File: config.mk
export PLATFORM = sky130hd
export DESIGN_NAME = imem_fetch_ctrl_flat
export DESIGN_NICKNAME = d
export VERILOG_FILES = /design/src/rtl/imem_fetch_if.sv /design/src/rtl/imem_fetch_ctrl.sv /design/src/flat_wrapper.sv
export SDC_FILE = /design/constraint.sdc
export NUM_CORES = 1
export LEC_CHECK = 0
export ABC_CLOCK_PERIOD_IN_PS = 2350
export CORE_MARGIN = 8
export CORE_UTILIZATION = 40
export CTS_CLUSTER_DIAMETER = 50
export DETAILED_ROUTE_END_ITERATION = 10
export PLACE_DENSITY_LB_ADDON = 0.25
export SLEW_MARGIN = 40
export SYNTH_ARGS = -nofsm -noshare
export SYNTH_HDL_FRONTEND = slang
export SYNTH_SLANG_ARGS = --single-unit
File: constraint.sdc
create_clock -name clk -period 2.35 [get_ports clk]
set_input_delay 0.47 -clock clk [delete_from_list [all_inputs] [get_ports clk]]
set_output_delay 0.47 -clock clk [all_outputs]
set_load 0.05 [all_outputs]
File: src/rtl/imem_fetch_if.sv
// Fetch-side bus: instruction memory read port, decode handshake, redirect/halt control.
// The fetch_fault signal exists only when IFETCH_MISALIGN_TRAP_EN is defined.
interface imem_fetch_if #(
  parameter int unsigned ADDR_W = 9,
  parameter int unsigned INS_W  = 32,
  parameter int unsigned CNT_W  = 32
);
  logic [ADDR_W-1:0] mem_ra;
  logic [INS_W-1:0]  mem_rd;
  logic              inst_valid;
  logic              inst_ready;
  logic [INS_W-1:0]  inst_data;
  logic [ADDR_W-1:0] inst_pc;
  logic              redirect_valid;
  logic [ADDR_W-1:0] redirect_pc;
  logic              halt_req;
  logic              halted;
  logic [CNT_W-1:0]  fetch_cnt;
`ifdef IFETCH_MISALIGN_TRAP_EN
  logic              fetch_fault;

  modport master (
    output mem_ra, inst_valid, inst_data, inst_pc, halted, fetch_cnt, fetch_fault,
    input  mem_rd, inst_ready, redirect_valid, redirect_pc, halt_req
  );
  modport slave (
    input  mem_ra, inst_valid, inst_data, inst_pc, halted, fetch_cnt, fetch_fault,
    output mem_rd, inst_ready, redirect_valid, redirect_pc, halt_req
  );
`else
  modport master (
    output mem_ra, inst_valid, inst_data, inst_pc, halted, fetch_cnt,
    input  mem_rd, inst_ready, redirect_valid, redirect_pc, halt_req
  );
  modport slave (
    input  mem_ra, inst_valid, inst_data, inst_pc, halted, fetch_cnt,
    output mem_rd, inst_ready, redirect_valid, redirect_pc, halt_req
  );
`endif
endinterface

File: src/rtl/imem_fetch_ctrl.sv
// Instruction fetch sequencer: owns the PC, aligns 1-cycle memory data with its PC, serves decode.
// Optional misaligned-redirect trap enabled by defining IFETCH_MISALIGN_TRAP_EN.
module imem_fetch_ctrl #(
  parameter int unsigned ADDR_W   = 9,
  parameter int unsigned INS_W    = 32,
  parameter int unsigned RESET_PC = 0,
  parameter int unsigned CNT_W    = 32
) (
  input  logic         clk,
  input  logic         reset,
  imem_fetch_if.master bus
);

  localparam logic [ADDR_W-1:0] ALIGN_MASK = ~ADDR_W'(3);
  localparam logic [ADDR_W-1:0] PC_RST     = ADDR_W'(RESET_PC) & ALIGN_MASK;
  localparam logic [ADDR_W-1:0] PC_STEP    = ADDR_W'(4);

  typedef enum logic [1:0] {
    S_BOOT = 2'd0,
    S_RUN  = 2'd1,
    S_HALT = 2'd2
  } state_e;

  state_e            state_q, state_d;
  logic [ADDR_W-1:0] fetch_pc_q, fetch_pc_d;
  logic              pend_valid_q, pend_valid_d;
  logic [ADDR_W-1:0] pend_pc_q, pend_pc_d;
  logic [CNT_W-1:0]  fetch_cnt_q, fetch_cnt_d;
`ifdef IFETCH_MISALIGN_TRAP_EN
  logic              fetch_fault_q, fetch_fault_d;
`endif

  logic              redirect_c;
  logic              stall_c;
  logic              accept_c;
  logic [ADDR_W-1:0] mem_ra_c;
  logic [ADDR_W-1:0] redirect_tgt_c;
  logic [INS_W-1:0]  inst_data_c;

  // Redirect is ignored during the boot cycle; it always beats stall and halt otherwise.
  assign redirect_c     = bus.redirect_valid & (state_q != S_BOOT);
  assign stall_c        = pend_valid_q & ~bus.inst_ready;
  assign accept_c       = pend_valid_q & ~bus.redirect_valid & bus.inst_ready;
  assign redirect_tgt_c = bus.redirect_pc & ALIGN_MASK;

  always_comb begin
    state_d      = state_q;
    fetch_pc_d   = fetch_pc_q;
    pend_valid_d = pend_valid_q;
    pend_pc_d    = pend_pc_q;
    fetch_cnt_d  = accept_c ? fetch_cnt_q + CNT_W'(1) : fetch_cnt_q;
    mem_ra_c     = fetch_pc_q;
`ifdef IFETCH_MISALIGN_TRAP_EN
    fetch_fault_d = fetch_fault_q;
`endif

    unique case (state_q)
      S_BOOT: state_d = S_RUN;
      S_RUN: begin
        // While stalled, re-read the pending word so mem_rd stays stable.
        if (stall_c) begin
          mem_ra_c = pend_pc_q;
        end else if (bus.halt_req) begin
          pend_valid_d = 1'b0;
          state_d      = S_HALT;
        end else begin
          pend_valid_d = 1'b1;
          pend_pc_d    = fetch_pc_q;
          fetch_pc_d   = fetch_pc_q + PC_STEP;
        end
      end
      S_HALT:  pend_valid_d = 1'b0;
      default: state_d = S_BOOT;
    endcase

    if (redirect_c) begin
      pend_valid_d = 1'b0;
      pend_pc_d    = pend_pc_q;
`ifdef IFETCH_MISALIGN_TRAP_EN
      if (|bus.redirect_pc[1:0]) begin
        fetch_fault_d = 1'b1;
        fetch_pc_d    = fetch_pc_q;
        state_d       = S_HALT;
      end else begin
        fetch_fault_d = 1'b0;
        fetch_pc_d    = redirect_tgt_c;
        state_d       = S_RUN;
      end
`else
      fetch_pc_d = redirect_tgt_c;
      state_d    = S_RUN;
`endif
    end
  end

  always_ff @(posedge clk) begin
    if (reset) begin
      state_q      <= S_BOOT;
      fetch_pc_q   <= PC_RST;
      pend_valid_q <= 1'b0;
      pend_pc_q    <= '0;
      fetch_cnt_q  <= '0;
`ifdef IFETCH_MISALIGN_TRAP_EN
      fetch_fault_q <= 1'b0;
`endif
    end else begin
      state_q      <= state_d;
      fetch_pc_q   <= fetch_pc_d;
      pend_valid_q <= pend_valid_d;
      pend_pc_q    <= pend_pc_d;
      fetch_cnt_q  <= fetch_cnt_d;
`ifdef IFETCH_MISALIGN_TRAP_EN
      fetch_fault_q <= fetch_fault_d;
`endif
    end
  end

  assign inst_data_c    = bus.mem_rd;
  assign bus.mem_ra     = mem_ra_c;
  assign bus.inst_valid = pend_valid_q & ~bus.redirect_valid;
  assign bus.inst_data  = inst_data_c;
  assign bus.inst_pc    = pend_pc_q;
  assign bus.halted     = (state_q == S_HALT);
  assign bus.fetch_cnt  = fetch_cnt_q;
`ifdef IFETCH_MISALIGN_TRAP_EN
  assign bus.fetch_fault = fetch_fault_q;
`endif

endmodule

File: src/flat_wrapper.sv
// flat-port wrapper written by rule: the top's interface ports become plain ports
module imem_fetch_ctrl_flat 
#(
  parameter int unsigned ADDR_W   = 9,
  parameter int unsigned INS_W    = 32,
  parameter int unsigned RESET_PC = 0,
  parameter int unsigned CNT_W    = 32
)
  (clk, reset, bus_mem_ra, bus_inst_valid, bus_inst_data, bus_inst_pc, bus_halted, bus_fetch_cnt, bus_mem_rd, bus_inst_ready, bus_redirect_valid, bus_redirect_pc, bus_halt_req);
  imem_fetch_if #(.ADDR_W(ADDR_W), .INS_W(INS_W), .CNT_W(CNT_W)) bus_i ();
  input  logic clk;
  input  logic reset;
  output wire logic [$bits(bus_i.mem_ra)-1:0] bus_mem_ra;
  output wire logic [$bits(bus_i.inst_valid)-1:0] bus_inst_valid;
  output wire logic [$bits(bus_i.inst_data)-1:0] bus_inst_data;
  output wire logic [$bits(bus_i.inst_pc)-1:0] bus_inst_pc;
  output wire logic [$bits(bus_i.halted)-1:0] bus_halted;
  output wire logic [$bits(bus_i.fetch_cnt)-1:0] bus_fetch_cnt;
  input wire logic [$bits(bus_i.mem_rd)-1:0] bus_mem_rd;
  input wire logic [$bits(bus_i.inst_ready)-1:0] bus_inst_ready;
  input wire logic [$bits(bus_i.redirect_valid)-1:0] bus_redirect_valid;
  input wire logic [$bits(bus_i.redirect_pc)-1:0] bus_redirect_pc;
  input wire logic [$bits(bus_i.halt_req)-1:0] bus_halt_req;
  assign bus_mem_ra = bus_i.mem_ra;
  assign bus_inst_valid = bus_i.inst_valid;
  assign bus_inst_data = bus_i.inst_data;
  assign bus_inst_pc = bus_i.inst_pc;
  assign bus_halted = bus_i.halted;
  assign bus_fetch_cnt = bus_i.fetch_cnt;
  assign bus_i.mem_rd = bus_mem_rd;
  assign bus_i.inst_ready = bus_inst_ready;
  assign bus_i.redirect_valid = bus_redirect_valid;
  assign bus_i.redirect_pc = bus_redirect_pc;
  assign bus_i.halt_req = bus_halt_req;
  imem_fetch_ctrl #(.ADDR_W(ADDR_W), .INS_W(INS_W), .RESET_PC(RESET_PC), .CNT_W(CNT_W)) u_core (.clk(clk), .reset(reset), .bus(bus_i));
endmodule
Word-level counts from Yosys, hierarchy flattened
Cells that the tools add are included.
{ "word_totals": {"word_cells": 52, "ff_bits": 53, "mem_count": 0, "mem_bits_rw": 0, "rom_bits": 0, "latch_bits": 0, "output_inout_bits": 84} }
{ "op_classes": {"bitwise": 10, "add_sub_neg": 2, "n_mux": 13, "n_reduce_logical": 11, "n_eq_ne": 9, "shift": 0, "magnitude_cmp": 0, "div_mod_pow": 0, "multipliers": 0} }
{ "op_table": {"columns": ["op", "count"], "rows": [
  ["$mux 9", 6],
  ["$add 32x1->32 const B", 1],
  ["$reduce_and 3->1", 4],
  ["$add 9x3->9 const B", 1],
  ["$ne 2x1->1 const B", 3],
  ["$ne 3x2->1 const B", 2],
  ["$not 1->1", 6],
  ["$pmux 2 s3", 1],
  ["$reduce_bool 2->1", 3],
  ["$and 1x1->1", 4],
  ["$mux 2", 2],
  ["$ne 2x2->1 const B", 2],
  ["$reduce_and 4->1", 1],
  ["$mux 1", 3],
  ["$eq 2x1->1 const B", 1],
  ["$eq 2x2->1 const B", 1],
  ["$logic_not 2->1", 1],
  ["$pmux 1 s2", 1],
  ["$reduce_and 2->1", 1],
  ["$reduce_or 2->1", 1]
]} }

Logic depth before layout (Yosys ltp)
{ "depth": {"word_depth": 5, "depth_mapped": 7, "mapped_depth_nobuf": 5} }

Worst setup path before layout
OpenSTA, ideal clock, no wires.
{ "synth_path": {"kind": "register -> register", "from": "register u_core.fetch_cnt_q[0], in the netlist u_core.bus.fetch_cnt[0]", "to": "register u_core.fetch_cnt_q[26], in the netlist u_core.bus.fetch_cnt[26]", "path_stages_with_launch": 7, "n_path_buf": 1, "setup_ns": 0.071, "arrival_time_ns": 2.228, "slack_ns": 0.052, "cell_sequence": "dfxtp_1 ha_1 nand4_1 or4_1 buf_2 or4_1 a21oi_1"} }
{ "synth_between": {"elab_chain_len": 1} }
{ "synth_lines": {"columns": ["item", "line_no", "rtl"], "rows": [
  ["start: declaration", "imem_fetch_ctrl.sv:28", "logic [CNT_W-1:0] fetch_cnt_q, fetch_cnt_d;"],
  ["start signal: assignment", "imem_fetch_ctrl.sv:111", "fetch_cnt_q <= fetch_cnt_d;"],
  ["$add 32x1->32", "imem_fetch_ctrl.sv:51", "fetch_cnt_d = accept_c ? fetch_cnt_q + CNT_W'(1) : fetch_cnt_q;"]
]} }
Every way passes these cells.
A chain may end at the register's enable or synchronous reset.

Worst setup path in the final report
{ "layout_path": {"from": "register u_core.state_q[0]", "to": "output bus_mem_ra[5]"} }
{ "layout_between": {"elab_chain_len": 2} }
{ "layout_lines": {"columns": ["item", "line_no", "rtl"], "rows": [
  ["start: declaration", "imem_fetch_ctrl.sv:24", "state_e state_q, state_d;"],
  ["start signal: assignment", "imem_fetch_ctrl.sv:107", "state_q <= state_d;"],
  ["$eq 2x1->1", "imem_fetch_ctrl.sv:57", "unique case (state_q)"],
  ["$mux 9", "imem_fetch_ctrl.sv:57", null],
  ["end: declaration", "flat_wrapper.sv:13", "output wire logic [$bits(bus_i.mem_ra)-1:0] bus_mem_ra;"]
]} }
Every way passes these cells.

==> summary.md <==
| Metric | Value |
|---|---|
| Outcome | `complete, no violations` |
| DRT iter0 DRCs | `69` |
| Synthesis-to-layout area growth | `22.9%` |
| Maximum fanout along the worst path | `8` |
| Initial antenna violation count | `0` |
| Total power divided by cell area | `504 nW/um2` |
| Final instance area | `3340 um2` |
| CP delay by family, top | `flip-flops` |
| Final hold viol count | `0` |
| Avg Cell Area, Syn | `8.46 um2` |
| Critical path's slowest cell | `dfxtp_1` |
| Routed via count | `2,326` |
| Seq pwr share | `51.8%` |
| Clk pwr share | `34.7%` |
| Starting density of the core | `40.6%` |
| Final-layout fill cell count | `657` |
| Maxcap violations | `0` |
| Adder-cell share of the synthesized area | `0.922%` |
| Async SR Flop Fraction | `0%` |
| Clock slew at reported path FFs | `0.09 ns` |
| I/O Pins | `130` |
| Clock net sink count | `49` |
| Residual DRC | `0` |
| Crit path DAT | `1.75 ns` |
| Clock Root Buffer | `clkbuf_8` |
| Port Buffers | `59` |
| Syn Inst Count | `321` |
| Slew @ Worst Pin | `0.647 ns` |
| Fin util | `49.9%` |
| WP data required | `1.88 ns` |
| Setup tns final | `0 ns` |
| Critical path class | `reg2out` |
| Total number of yosys warnings | `0` |
| Setup-failing EPs final | `0` |
| Largest net degree at the start of global routing | `37` |
| Die Wd | `98.4 um` |
| First-pass GRT wire length | `10.8 mm` |
| Number of nets in the layout | `397` |
| Worst Hold Class | `reg2reg` |
| Placed wire-length estimate | `4.42 mm` |
| Clock Latency Late Sink | `0.30 ns` |
| Maximum vdd drop | `0.000267 V` |
| Post-Synth XOR/XNOR Area | `4.19%` |
| Area contributors post-synth | `dfxtp_1 (36%), buf_4 (10%), or4_1 (4.7%), mux2_2 (4.1%), o31ai_1 (4.1%)` |
| Drt via density | `5.42` |
| Fmax | `450 MHz` |
| Reg area | `981 um2` |
| Share of cells above drive strength 1 | `13.5%` |
| Sw Share | `25.8%` |
| Worst Setup End Kind | `output port` |
| Area leader, netlist | `dfxtp_1` |
| Die Y | `98.4 um` |
| Tmin final | `2.22 ns` |
| Crit path largest cell delay | `0.49 ns` |
| CP Launch Type | `flip-flop` |
| Number of global-route vias before repair | `2,308` |
| Mux contribution to synthesized area | `7.51%` |
| Slew HR | `56.9%` |
| Library cells used by synthesis | `41` |
| Routability cong. | `0.764` |
| Final period util | `94.7%` |
| Clock Tree Buf Depth | `2` |
| Core footprint | `6680 um2` |
| CP most frequent cell | `buf_6` |
| Clock Skew | `0.00676 ns` |
| Compound-cell area share of the yosys netlist | `11.8%` |
| Most used DFF post-synth | `dfxtp_1` |
| Int Power | `1.25 mW` |
| Multi-input logic area | `1390 um2` |
| Power, Total | `1.68 mW` |
| Worst path cell trace | `nand2b_2 -> nor2_4 -> buf_6 -> mux2_1 -> buf_6` |
| Post-synth top area share | `36.1%` |
| Hold Buf Count CTS | `0` |
| CTS tree | `built` |
| Fin. max-slew vios | `0` |
| Placed Area | `3170 um2` |
| # diodes | `0` |
| Rows | `30` |
| ANT nets after route | `0` |
| CTS Buf Count | `5` |
| Most numerous cell in the Yosys netlist | `dfxtp_1` |
| Logic pwr share | `13.5%` |
| RSZ-0062 raised after global routing | `false` |
| Post-Syn Area | `2720 um2` |
| H-tree lvl count | `2` |
| DR WL/cell | `14.6 um` |
| Largest family of logic cells by synthesized area | `simple AND/OR/NAND/NOR gates` |
| Flops & latches, synth | `49` |
| Pleak | `1.21 nW` |
| DRT Pass-1 Iters | `4` |
| Final wirelength | `6.27 mm` |
| Hold slack | `0.502 ns` |
| Simple-gate portion of the synthesized area | `25.7%` |
| Switching pwr | `0.434 mW` |
| Gr ovfl total | `0` |
| Sequential area share after synthesis | `36.1%` |
| EDFF count, synth | `0` |
| Overall routing resource usage | `13.1%` |
| Commonest cells post-synth | `dfxtp_1 (49), buf_4 (36), nor2_1 (29)` |
| Die area | `9680 um2` |
| Worst Path Buf+Inv | `2` |
power groups by stage:
| stage | Clock (mW) | Combinational (mW) | Sequential (mW) |
|---|---|---|---|
| finish | 0.584 | 0.228 | 0.871 |
| global route | 0.636 | 0.244 | 0.874 |
| CTS | 0.603 | 0.228 | 0.870 |
| detailed placement | 0 | 0.215 | 0.888 |
| global placement | 0 | 0.214 | 0.889 |
| floorplan | 0 | 0.288 | 0.894 |
per-stage QoR:
step                cells  worst slack (ns)
floorplan             324            0.0516
CTS                   429            0.0175
global route          429            0.0631
global placement      421           -0.0280
finish                429             0.126
detailed placement    421           -0.0535
registers in the layout, indices dropped and copies added (netlist names):
name,flops
u_core.bus.fetch_cnt,32
u_core.bus.inst_pc,7
u_core.fetch_pc_q,7
u_core.pend_valid_q,1
u_core.state_q,2
metal layers:
metal  global-route usage, %  routed length (um)  vias up
met5                       0                   0        -
met4                    3.42                  61        0
met3                    5.26                 468       10
met2                    23.0                3040       61
met1                    14.2                2700     1088
li1                        -                   -     1167
placed cells by master, fill, tap and decap left out, types with 2 or more instances in the layout:
master and instances:
a21oi_1 20, ha_1 2, inv_1 5, nand3_1 14
conb_1 4, nor3_1 5, and4_1 2, nor3b_1 2
clkdlybuf4s50_1 48, mux2i_1 8, and3b_1 2, or3_1 5
nor4_1 3, o21ai_0 7, nor2b_1 7, mux2_2 10
clkbuf_8 5, a311oi_1 2, o31ai_1 15, nand2_1 14
nor2_1 28, a211oi_1 5, dfxtp_1 49, buf_4 13
dlymetal6s2s_1 2, nand4_1 10, and2_1 4, buf_6 8
nand4b_1 2, or4_1 17, and3_1 2, buf_12 2
xnor2_1 4, xor2_1 9
cell families (layout without fill, tap and decap cells):
kind of cell               after synthesis  count (layout)
DFF                                     49              49
other                                    1               4
xor gates and xnor gates                13              13
adders and majority gates                2               2
muxes                                   19              19
and+or+nand+nor                        124             124
buffers and inverters                   61              86
AOI/OAI and AO/OA                       52              52
cell type report:
| cell class | instances | share of cell area [%] |
|---|---|---|
| sequential | 49 | 29.4 |
| clock inverter | 2 | 1.05 |
| timing repair buffer | 74 | 22.1 |
| tap | 80 | 3.00 |
| inverter | 5 | 0.563 |
| clock buffer | 5 | 2.06 |
| multi-input combinational | 214 | 41.8 |
worst register-to-register path: stages, from the launching register on:
cell and delay (ns):
dfxtp_1 0.46, nand4_2 0.16, or4_1 0.67, nor4_1 0.34, mux2_2 0.37
path summary, 6_finish.rpt:
| kind | from | cells after the start | end | slack, ns |
|---|---|---|---|---|
| hold reg to reg | u_core.bus.fetch_cnt[21]$_SDFFE_PP0P_ | 2 | u_core.bus.fetch_cnt[21]$_SDFFE_PP0P_ | 0.50 |
| hold / removal | u_core.bus.fetch_cnt[21]$_SDFFE_PP0P_ | 2 | u_core.bus.fetch_cnt[21]$_SDFFE_PP0P_ | 0.50 |
| setup reg to reg | u_core.bus.fetch_cnt[12]$_SDFFE_PP0P_ | 4 | u_core.bus.fetch_cnt[31]$_SDFFE_PP0P_ | 0.24 |
| setup / recovery | u_core.state_q[0]$_SDFFE_PP0P_ | 5 | bus_mem_ra[5] | 0.13 |
timing repair:
| action | in CTS | in global routing |
|---|---|---|
| pin swaps | 1 | 0 |
| cloned | 0 | 0 |
| gates resized for setup | 10 | 4 |
| setup buffers | 1 | 0 |
| setup endpoints to repair | 7 | 8 |
Note: power is estimated with default switching activity, not from simulation.
